--- config.mk ---
export PLATFORM = sky130hd
export DESIGN_NAME = dm_access_ctrl
export DESIGN_NICKNAME = d
export VERILOG_FILES = /design/src/rtl/dm_access_ctrl.sv
export SDC_FILE = /design/constraint.sdc
export NUM_CORES = 1
export LEC_CHECK = 0
export ABC_AREA = 1
export CAP_MARGIN = 40
export CORE_MARGIN = 2
export CORE_UTILIZATION = 40
export CTS_BUF_LIST = sky130_fd_sc_hd__clkbuf_16
export CTS_CLUSTER_SIZE = 30
export DETAILED_ROUTE_END_ITERATION = 10
export PLACE_DENSITY = 0.79
export SETUP_SLACK_MARGIN = 0.2
export SLEW_MARGIN = 20
export SYNTH_ARGS = -nofsm -noshare
export SYNTH_HDL_FRONTEND = slang
export SYNTH_SLANG_ARGS = --single-unit
--- constraint.sdc ---
create_clock -name clk_i -period 5 [get_ports clk_i]
set_clock_uncertainty 0.2 [all_clocks]
set_input_delay 1.25 -clock clk_i [delete_from_list [all_inputs] [get_ports clk_i]]
set_output_delay 1.25 -clock clk_i [all_outputs]
set_load 0.1 [all_outputs]
--- src/rtl/dm_access_ctrl.sv ---
// Data-memory access sequencer for the EX/MEM instruction: req/ack handshake to a
// variable-latency memory, pipeline stall generation, load return and sticky timeout flag.
module dm_access_ctrl #(
  parameter int ADDR_W   = 32,
  parameter int DATA_W   = 32,
  parameter int MAX_WAIT = 16
) (
  input  logic              clk_i,
  input  logic              rst_i,
  input  logic [1:0]        M_i,
  input  logic [ADDR_W-1:0] addr_i,
  input  logic [DATA_W-1:0] wdata_i,
  output logic              stall_o,
  output logic              mem_req_o,
  output logic              mem_we_o,
  output logic [ADDR_W-1:0] mem_addr_o,
  output logic [DATA_W-1:0] mem_wdata_o,
  input  logic              mem_ack_i,
  input  logic [DATA_W-1:0] mem_rdata_i,
  output logic [DATA_W-1:0] rdata_o,
  output logic              rdata_valid_o,
  output logic              err_o
);

  // state | meaning
  // IDLE  | no access in flight; an access in EX/MEM stalls and is launched
  // REQ   | request outstanding; waiting for ack or timeout
  // DONE  | access finished; pipeline advances, M_i still shows the old instruction

  localparam int CNT_W = (MAX_WAIT > 1) ? $clog2(MAX_WAIT) : 1;
  localparam logic [CNT_W-1:0] CNT_LAST = CNT_W'(MAX_WAIT - 1);

  typedef enum logic [1:0] {
    ST_IDLE = 2'd0,
    ST_REQ  = 2'd1,
    ST_DONE = 2'd2
  } state_t;

  state_t           state, next_state;
  logic [CNT_W-1:0] wait_cnt;
  logic             acc;
  logic             timeout_hit;
  logic             finish;
  logic             stall_c;

  assign acc         = M_i[1] | M_i[0];
  assign timeout_hit = (state == ST_REQ) && !mem_ack_i && (wait_cnt == CNT_LAST);
  assign finish      = (state == ST_REQ) && (mem_ack_i || timeout_hit);

  always_comb begin
    next_state = state;
    stall_c    = 1'b0;
    case (state)
      ST_IDLE: begin
        if (acc) begin
          stall_c    = 1'b1;
          next_state = ST_REQ;
        end
      end
      ST_REQ: begin
        stall_c = 1'b1;
        if (finish) next_state = ST_DONE;
      end
      ST_DONE: next_state = ST_IDLE;
      default: next_state = ST_IDLE;
    endcase
  end

  // Reset gating keeps the pipeline free while rst_i is held, even with an access pending.
  assign stall_o = stall_c & ~rst_i;

  always_ff @(posedge clk_i or posedge rst_i) begin
    if (rst_i) begin
      state         <= ST_IDLE;
      wait_cnt      <= '0;
      mem_req_o     <= 1'b0;
      mem_we_o      <= 1'b0;
      mem_addr_o    <= '0;
      mem_wdata_o   <= '0;
      rdata_o       <= '0;
      rdata_valid_o <= 1'b0;
      err_o         <= 1'b0;
    end else begin
      state         <= next_state;
      mem_req_o     <= (next_state == ST_REQ);
      rdata_valid_o <= finish && !mem_we_o;

      if (state == ST_IDLE && acc) begin
        mem_addr_o  <= addr_i;
        mem_wdata_o <= wdata_i;
        mem_we_o    <= M_i[0];
        wait_cnt    <= '0;
      end else if (state == ST_REQ && !finish) begin
        wait_cnt <= wait_cnt + 1'b1;
      end

      // An aborted read returns zero so the load still retires with a defined value.
      if (finish && !mem_we_o) begin
        rdata_o <= mem_ack_i ? mem_rdata_i : '0;
      end

      if (timeout_hit) err_o <= 1'b1;
    end
  end

endmodule
==> run metrics <==
status=finished, final reports clean; post-route setup TNS=0 ns; Final Wtd Congestion=around 0.72; First DRT Iteration DRCs=a little over 200; hold buffer count at cts=0; hpwl dp=approximately 11000 µm; FF-to-FF setup slack=approximately 2.8 ns; Area growth syn-to-layout=99.52%; num rows=37; sequential area share after synthesis=0.6310; share of cells above drive strength 1=0.1693; CP Max Fanout=2; r2r endpoint=rdata_o[15]; H-tree depth=3; Tcrit/Tclk final=0.7998; placed insts=around 900; largest net degree at the start of global routing=73; Post-Synthesis Cell Area=~4200 µm²; vias per cell=around 5; maximum clock frequency=approximately 0.25 GHz; Clock Tree Buf Depth=2; Avg Cell Area, Syn=between 9 and 10 µm²; Die Span X=106.5 µm; post-layout util=0.8162; Chip Height=roughly 110 µm; Critical Path RT=3.55 ns; Slowest cell on crit path=clkdlybuf4s50_1; Yosys cell types=23; most frequent CP cell=nor2_1; CTS resizes=0; RSZ-0062 raised after global routing=false; Worst Reg-to-Reg Cells=5; non-filler instance count after layout=~900; crit-path leading delay family=buffers and inverters; Final Max Tran Viols=0; CTS tree=yes; Post-Layout Inst Area=~8400 µm²; hold crit path type=reg2reg; Largest stage delay, worst path=approximately 0.5 ns; relative slew slack=0.4949; fin crit period=between 3 and 4 ns; Hold Crit Start=err_o; initial antenna violation count=0; grt total ovfl=0; WHS Endpoint=err_o; diodes inserted=0; core footprint=approximately 10000 µm²; Finish-stage setup viols=0; synth warn=0; kind of critical path=in2out; vias in the first global route=approximately 4700; Setup Buffers After CTS=0; Worst-Skew Late Latency=around 0.32 ns; Initial Util=0.4091; Syn Inst Count=around 470; startpoint types=input pin; IO buf count=roughly 200; clock slew at reported path FFs=~0.060 ns; Post-route DRC=0; first-pass GRT wire length=between 20000 and 25000 µm; #FFs+latches synth=approximately 110; CTS root buffer=clkbuf_16; Least-Margin Pin Slew=around 0.76 ns; DR WL/cell=roughly 16 µm; final WL=between 10000 and 15000 µm; Antenna Nets Post-Route=0; WP buf/inv=2; final hold vios=0; total routing usage reported by global routing=0.2588; area post-placement=roughly 8100 µm²; TritonCTS buffer count=9; reg2reg start=mem_we_o; Syn Nets=around 570; via count=4386; MaxCap Viol Count=0; CP arrival=2.55 ns; Die Area=~11000 µm²; IO Pins=202; # nets final=between 800 and 900; # clock sinks=around 110; Fill cells=about 600; CP Cell Sequence=clkdlybuf4s50_1, nor2_1, nor2_1, nand2_2, a21oi_1, buf_12; Detailed Routing Iterations Pass 1=6; crit end category=output port; WHS Path Cells=2
[worst reg2reg max path, delay by kind of cell (launching register included)]
kind / cells / cell delay [ns]
AND/OR/NAND/NOR: 3 / 0.76
flip-flops: 1 / 0.36
buffers and inverters: 2 / 0.78
[area by class of cell]
cell class | instances | area (µm²) | area share
Clock inverter | 6 | 83.83 | 0.009994
Multi-Input combinational cell | 324 | 1378 | 0.1642
Tap cell | 136 | 170.2 | 0.02029
Clock buffer | 9 | 225.2 | 0.02685
Sequential cell | 106 | 2653 | 0.3162
Inverter | 10 | 40.04 | 0.004773
Timing Repair Buffer | 307 | 3839 | 0.4576
[layout by cell type (no fill, tap or decap)]
cell,netlist,routed
clkbuf_16,0,9
nand2_2,2,2
nand3_1,7,7
clkinvlp_4,0,2
o21ai_0,1,1
inv_4,0,1
clkdlybuf4s50_1,0,200
ha_1,1,1
nand3b_1,1,1
clkinv_2,0,1
inv_1,9,9
buf_4,3,5
nand4_1,33,33
dfrtp_1,106,106
xor2_1,1,1
nand3_2,2,2
nor3_4,0,1
a21oi_4,1,1
nor2_4,0,1
a21oi_1,1,1
nor2_1,3,3
clkinv_1,1,1
buf_8,0,80
bufinv_16,0,2
buf_12,0,1
nand2_1,269,269
buf_16,0,21
[metrics by stage]
step                hold WS [ns]  setup WS [ns]
floorplan                 0.3176         0.3971
global placement          0.2526          1.098
detailed placement        0.2535         0.9976
CTS                       0.2702         0.9915
global route              0.2858         0.9455
finish                    0.2682          1.001
[worst max-delay path by stage]
stage          startpoint       to  slack (ns)  cells past startpoint
6_report           M_i[0]  stall_o        1.00                      6
5_1_grt            M_i[0]  stall_o        0.95                      6
4_1_cts            M_i[0]  stall_o        0.99                      6
3_5_place_dp       M_i[0]  stall_o         1.0                      6
3_3_place_gp       M_i[0]  stall_o        1.10                      6
2_1_floorplan      M_i[0]  stall_o        0.40                      5
[kinds of logic after synthesis]
kind of cell | after synthesis | share of synthesized area
AOI/OAI and AO/OA | 3 | 0.006249
xor gates and xnor gates | 1 | 0.002084
adders and majority gates | 1 | 0.002976
buffers and inverters | 37 | 0.04404
DFF | 106 | 0.6310
and+or+nand+nor | 319 | 0.3137
[state kept, by name (all words and copies together), names as in the netlist]
name,flops
mem_wdata_o,32
mem_req_o,1
rdata_valid_o,1
state,2
rdata_o,32
wait_cnt,4
mem_we_o,1
err_o,1
mem_addr_o,32
[layer usage]
| layer | vias to the layer above | track usage | wire length [µm] |
|---|---|---|---|
| li1 | 2043 | - | - |
| met1 | 2070 | 0.2763 | 5192 |
| met2 | 209 | 0.4716 | 7768 |
| met3 | 64 | 0.06499 | 977 |
| met4 | 0 | 0.1308 | 638 |
| met5 | - | 0 | 0 |
[synthesized netlist by cell type]
master | number | area share
buf_6 | 3 | 0.0080
nor2_1 | 3 | 0.0027
nand3b_1 | 1 | 0.0018
ha_1 | 1 | 0.0030
o21ai_0 | 1 | 0.0012
nor2_2 | 1 | 0.0015
nand2_2 | 2 | 0.0030
nand3_2 | 2 | 0.0048
xor2_1 | 1 | 0.0021
inv_1 | 9 | 0.0080
buf_1 | 2 | 0.0018
clkinv_1 | 1 | 0.00089
nor3_2 | 1 | 0.0024
clkbuf_1 | 9 | 0.0080
buf_4 | 3 | 0.0054
dfrtp_1 | 106 | 0.63
nand2_1 | 269 | 0.24
nand4_1 | 33 | 0.049
a21oi_1 | 1 | 0.0012
nand3_1 | 7 | 0.0083
clkbuf_2 | 1 | 0.0012
a21oi_4 | 1 | 0.0039
buf_2 | 9 | 0.011
Power is left out: the tool's default activity adds up to more than one toggle a clock period on the data nets, which glitch-free logic cannot reach.
==> RTL edit 1: new RTL, same settings <==
The parameter `ADDR_W` goes from 32 to 16.
--- a/src/rtl/dm_access_ctrl.sv
+++ b/src/rtl/dm_access_ctrl.sv
@@ -1,7 +1,7 @@
 // Data-memory access sequencer for the EX/MEM instruction: req/ack handshake to a
 // variable-latency memory, pipeline stall generation, load return and sticky timeout flag.
 module dm_access_ctrl #(
-  parameter int ADDR_W   = 32,
+  parameter int ADDR_W   = 16,
   parameter int DATA_W   = 32,
   parameter int MAX_WAIT = 16
 ) (
Ports: changed (resized addr_i and mem_addr_o); port bits go from 202 to 170. The function was not compared with the original's and may differ.
==> RTL edit 1 against the original RTL <==
  * Final area decreased by 15%
  * Sequential cell count fell by 16
  * Cell count decreased by 15%
  * Utilization decreased by 0.27 points
  * Synthesized area shrank 14%
  * Setup slack gained 0.11 ns
  * Routed wire length shrank 19%
  * Hold slack got worse by 0.0020 ns
  * Critical path depth stayed put
  * Highest routed layer unchanged
Power is not shown: default switching activity piles up to over one toggle a cycle in this logic, so the estimate is an artifact.
==> RTL edit 1: results (changes against the original RTL) <==
\begin{tabular}{lr}
\hline
Metric & Value \\
\hline
\multicolumn{2}{l}{\textbf{Run status}} \\
\quad Result of the run & completed \\
\multicolumn{2}{l}{\textbf{Placement}} \\
\quad Port-buffer cells & 169 (-16\%) \\
\quad Number of cells after detailed placement & 744 (-16\%) \\
\quad Placed wire-length estimate after detailed placement & 8.77 mm (-21\%) \\
\multicolumn{2}{l}{\textbf{Global routing}} \\
\quad Global routing usage on met3 & 5.60\% (-0.90 points) \\
\quad Vias in the first global route & 3,931 (-17\%) \\
\quad Global-route total usage across every layer & 24.9\% (-1.0 points) \\
\quad First-pass GRT wire length & 19.4 mm (-16\%) \\
\quad GRT met1 Usage & 28.2\% (+0.58 points) \\
\quad Met2 demand-to-capacity share in global routing & 46.0\% (-1.2 points) \\
\quad Largest net degree at the start of global routing & 57 (-22\%) \\
\multicolumn{2}{l}{\textbf{Hold path}} \\
\quad Hold Startpoint & mem\_wdata\_o[2] \\
\multicolumn{2}{l}{\textbf{Setup path}} \\
\quad Startpoint of the most critical register-to-register path & state[1] \\
\quad Minimum setup slack among reg-to-reg paths & 2.94 ns (+0.10 ns) \\
\quad Worst reg2reg endpoint & wait\_cnt[1] \\
\multicolumn{2}{l}{\textbf{Logic synthesis}} \\
\quad Top area cells in the synthesized netlist & sky130\_fd\_sc\_hd\_\_dfrtp\_1 62\%, sky130\_fd\_sc\_hd\_\_nand2\_1 23\%, sky130\_fd\_sc\_hd\_\_nand4\_1 5.9\%, sky130\_fd\_sc\_hd\_\_buf\_6 1.9\%, sky130\_fd\_sc\_hd\_\_nand3\_1 1.1\% \\
\quad Synth top cells by count & 221 x sky130\_fd\_sc\_hd\_\_nand2\_1, 90 x sky130\_fd\_sc\_hd\_\_dfrtp\_1, 34 x sky130\_fd\_sc\_hd\_\_nand4\_1 \\
\quad Avg Cell Area, Syn & 9.01 sq um (about the same) \\
\quad Distinct cells, synth & 20 (-13\%) \\
\quad Sequential-to-total area share from yosys stat & 62.3\% (-0.77 points) \\
\multicolumn{2}{l}{\textbf{Final layout}} \\
\quad Layout cell share with drive strength beyond 1 & 17.2\% (+0.25 points) \\
\quad Total Nets Final & 733 (-15\%) \\
\quad Non-filler cells, final & 760 (-15\%) \\
\multicolumn{2}{l}{\textbf{Timing}} \\
\quad Hold\_ws & 0.266 ns (-0.00205 ns) \\
\quad Slew HR & 48.5\% (-1.0 points) \\
\multicolumn{2}{l}{\textbf{Route}} \\
\quad Vias per cell & 4.83 (-1.2\%) \\
\quad First-pass iteration count of the detailed router & 4 (-2) \\
\quad Initial DRC Count & 162 (-21\%) \\
\hline
\end{tabular}
## RTL edit 1: cell count changes after synthesis, moves of 2 or more
cell                       change
sky130_fd_sc_hd__dfrtp_1      -16
sky130_fd_sc_hd__inv_2         +3
sky130_fd_sc_hd__nand2_1      -48
sky130_fd_sc_hd__inv_1         -2
sky130_fd_sc_hd__buf_4         -2
sky130_fd_sc_hd__buf_2         -2
sky130_fd_sc_hd__buf_6         +3
sky130_fd_sc_hd__buf_1         +2
sky130_fd_sc_hd__nor2_4        +2
sky130_fd_sc_hd__clkbuf_1      -3
## RTL edit 1: layout make-up
type | instances | area (sq um)
sequential | 90 | 2250
clock buffer | 9 | 225
clock inverter | 7 | 38.8
timing repair buffer | 259 | 3230
tap | 108 | 135
inverter | 11 | 42.5
fill | 503 | 1630
multi-input combinational | 276 | 1170
## RTL edit 1: layer usage
layer  share of wire, %  vias to the layer above  wire (um)
met1                 38                     1739       4520
met4                1.5                        0        181
met2                 54                      153       6410
li1                   -                     1757          -
met3                6.3                       18        741
met5                  0                        -          0
==> RTL edit 2: new RTL, same flow settings <==
Without the edit above. The 3 states of `state_t` get a one-hot encoding in 3 bits.
--- a/src/rtl/dm_access_ctrl.sv
+++ b/src/rtl/dm_access_ctrl.sv
@@ -30,10 +30,10 @@
   localparam int CNT_W = (MAX_WAIT > 1) ? $clog2(MAX_WAIT) : 1;
   localparam logic [CNT_W-1:0] CNT_LAST = CNT_W'(MAX_WAIT - 1);
 
-  typedef enum logic [1:0] {
-    ST_IDLE = 2'd0,
-    ST_REQ  = 2'd1,
-    ST_DONE = 2'd2
+  typedef enum logic [2:0] {
+    ST_IDLE = 3'b001,
+    ST_REQ  = 3'b010,
+    ST_DONE = 3'b100
   } state_t;
 
   state_t           state, next_state;
Check against the original RTL: no difference found for any inputs over 10 cycles, from zero or initial values and one cycle with rst_i high; not proved beyond that.
==> RTL edit 2 against the original RTL <==
  * Sequential cell count grew 1
  * Final area barely moved
  * Setup slack better by 0.023 ns
  * Sequential share of layout area grew 0.31 points
  * Synthesized area is 0.33% higher
  * Die area increased by 0.31%
  * Critical path depth up 2
  * Fmax is 0.58% higher
  * Register-to-register slack better by 0.16 ns
  * Synthesized cell count is 1.3% higher
  * Routed wire length grew 1.5%
Power is not shown: default switching activity piles up to over one toggle a cycle in this logic, so the estimate is an artifact.
==> RTL edit 2: results (changes against the original RTL) <==
\begin{tabular}{lr}
\hline
Metric & Value \\
\hline
\multicolumn{2}{l}{\textbf{Hold path}} \\
\quad End of the worst hold path & rdata\_o[3] \\
\quad Hold Startpoint & rdata\_o[3] \\
\multicolumn{2}{l}{\textbf{Logic synthesis}} \\
\quad Synthesized Nets & 575 (+1.1\%) \\
\quad Top area cells in the synthesized netlist & sky130\_fd\_sc\_hd\_\_dfrtp\_1 63\%, sky130\_fd\_sc\_hd\_\_nand2\_1 24\%, sky130\_fd\_sc\_hd\_\_nand4\_1 5.0\%, sky130\_fd\_sc\_hd\_\_buf\_2 1.4\%, sky130\_fd\_sc\_hd\_\_clkbuf\_1 1.1\% \\
\quad Sequential-to-total area share from yosys stat & 63.5\% (+0.42 points) \\
\quad Avg Cell Area, Syn & 8.92 sq um (-0.95\%) \\
\quad Synth top cells by count & 270 x sky130\_fd\_sc\_hd\_\_nand2\_1, 106 x sky130\_fd\_sc\_hd\_\_dfrtp\_1, 34 x sky130\_fd\_sc\_hd\_\_nand4\_1 \\
\quad Distinct cells, synth & 21 (-8.7\%) \\
\multicolumn{2}{l}{\textbf{Global routing}} \\
\quad Met2 demand-to-capacity share in global routing & 50.2\% (+3.1 points) \\
\quad Largest net degree at the start of global routing & 72 (-1.4\%) \\
\quad Vias in the first global route & 4,708 (-0.38\%) \\
\quad Global routing usage on met3 & 5.71\% (-0.78 points) \\
\quad GRT met1 Usage & 28.8\% (+1.2 points) \\
\quad Global-route total usage across every layer & 26.3\% (+0.46 points) \\
\quad First-pass GRT wire length & 23.6 mm (+2.7\%) \\
\multicolumn{2}{l}{\textbf{Final layout}} \\
\quad Total Nets Final & 868 (+0.93\%) \\
\quad Filler cells & 581 (-1.2\%) \\
\quad Layout cell share with drive strength beyond 1 & 17.5\% (+0.60 points) \\
\multicolumn{2}{l}{\textbf{Route}} \\
\quad First-pass iteration count of the detailed router & 5 (-1) \\
\quad Post-Route WL & 14.8 mm (+1.5\%) \\
\quad Initial DRC Count & 180 (-12\%) \\
\quad Via count of the routed design & 4,361 (-0.57\%) \\
\quad Vias per cell & 4.81 (-1.4\%) \\
\multicolumn{2}{l}{\textbf{Placement}} \\
\quad Standard cell area after detailed placement & 0.00810 sq mm (+0.25\%) \\
\quad Final weighted congestion of routability-driven global placement & 0.766 (+6.0\%) \\
\quad Pre-CTS setup slack & 1.02 ns (+0.0244 ns) \\
\quad Placed wire-length estimate after detailed placement & 11.0 mm (-0.19\%) \\
\quad Number of cells after detailed placement & 891 (+0.91\%) \\
\multicolumn{2}{l}{\textbf{Setup path}} \\
\quad Critical Path AT & 2.53 ns (-0.02 ns) \\
\quad Path depth of the worst reg2reg path & 6 (+1) \\
\quad Worst reg2reg endpoint & mem\_we\_o \\
\quad Startpoint of the worst setup timing path & M\_i[1] \\
\quad Startpoint of the most critical register-to-register path & state[0] \\
\multicolumn{2}{l}{\textbf{Timing}} \\
\quad Pin slew with the least headroom to its limit & 0.724 ns (-0.0320 ns) \\
\multicolumn{2}{l}{\textbf{Run status}} \\
\quad Result of the run & completed \\
\hline
\end{tabular}
## RTL edit 2: cell type report
cell class | count | area share (%)
clock buffers | 9 | 2.68
clock inverters | 6 | 0.776
inverters | 12 | 0.567
multi-input cells | 327 | 16.3
flip-flops and latches | 107 | 31.9
well taps | 136 | 2.03
repair buffers | 309 | 45.7
## RTL edit 2: through the flow
step	util (%)	hold slack, ns
2_1_floorplan	-	0.316
3_3_place_gp	61.6	0.253
3_5_place_dp	78.8	0.258
4_1_cts	81.6	0.276
5_1_grt	81.6	0.292
6_report	81.6	0.275
## RTL edit 2: per-layer routing
metal | share of wire (%) | wire (um)
met3 | 6.8 | 1000
met4 | 2.2 | 325
met5 | 0 | 0
met1 | 36 | 5260
met2 | 55 | 8210
## RTL edit 2: kinds of logic after synthesis
family / Yosys count / share of synthesized area (%)
flops: 107 / 63.5
compound gates: 2 / 0.326
buf+inv: 39 / 4.09
fa+ha+maj: 1 / 0.297
xor+xnor: 1 / 0.208
simple gates: 323 / 31.6
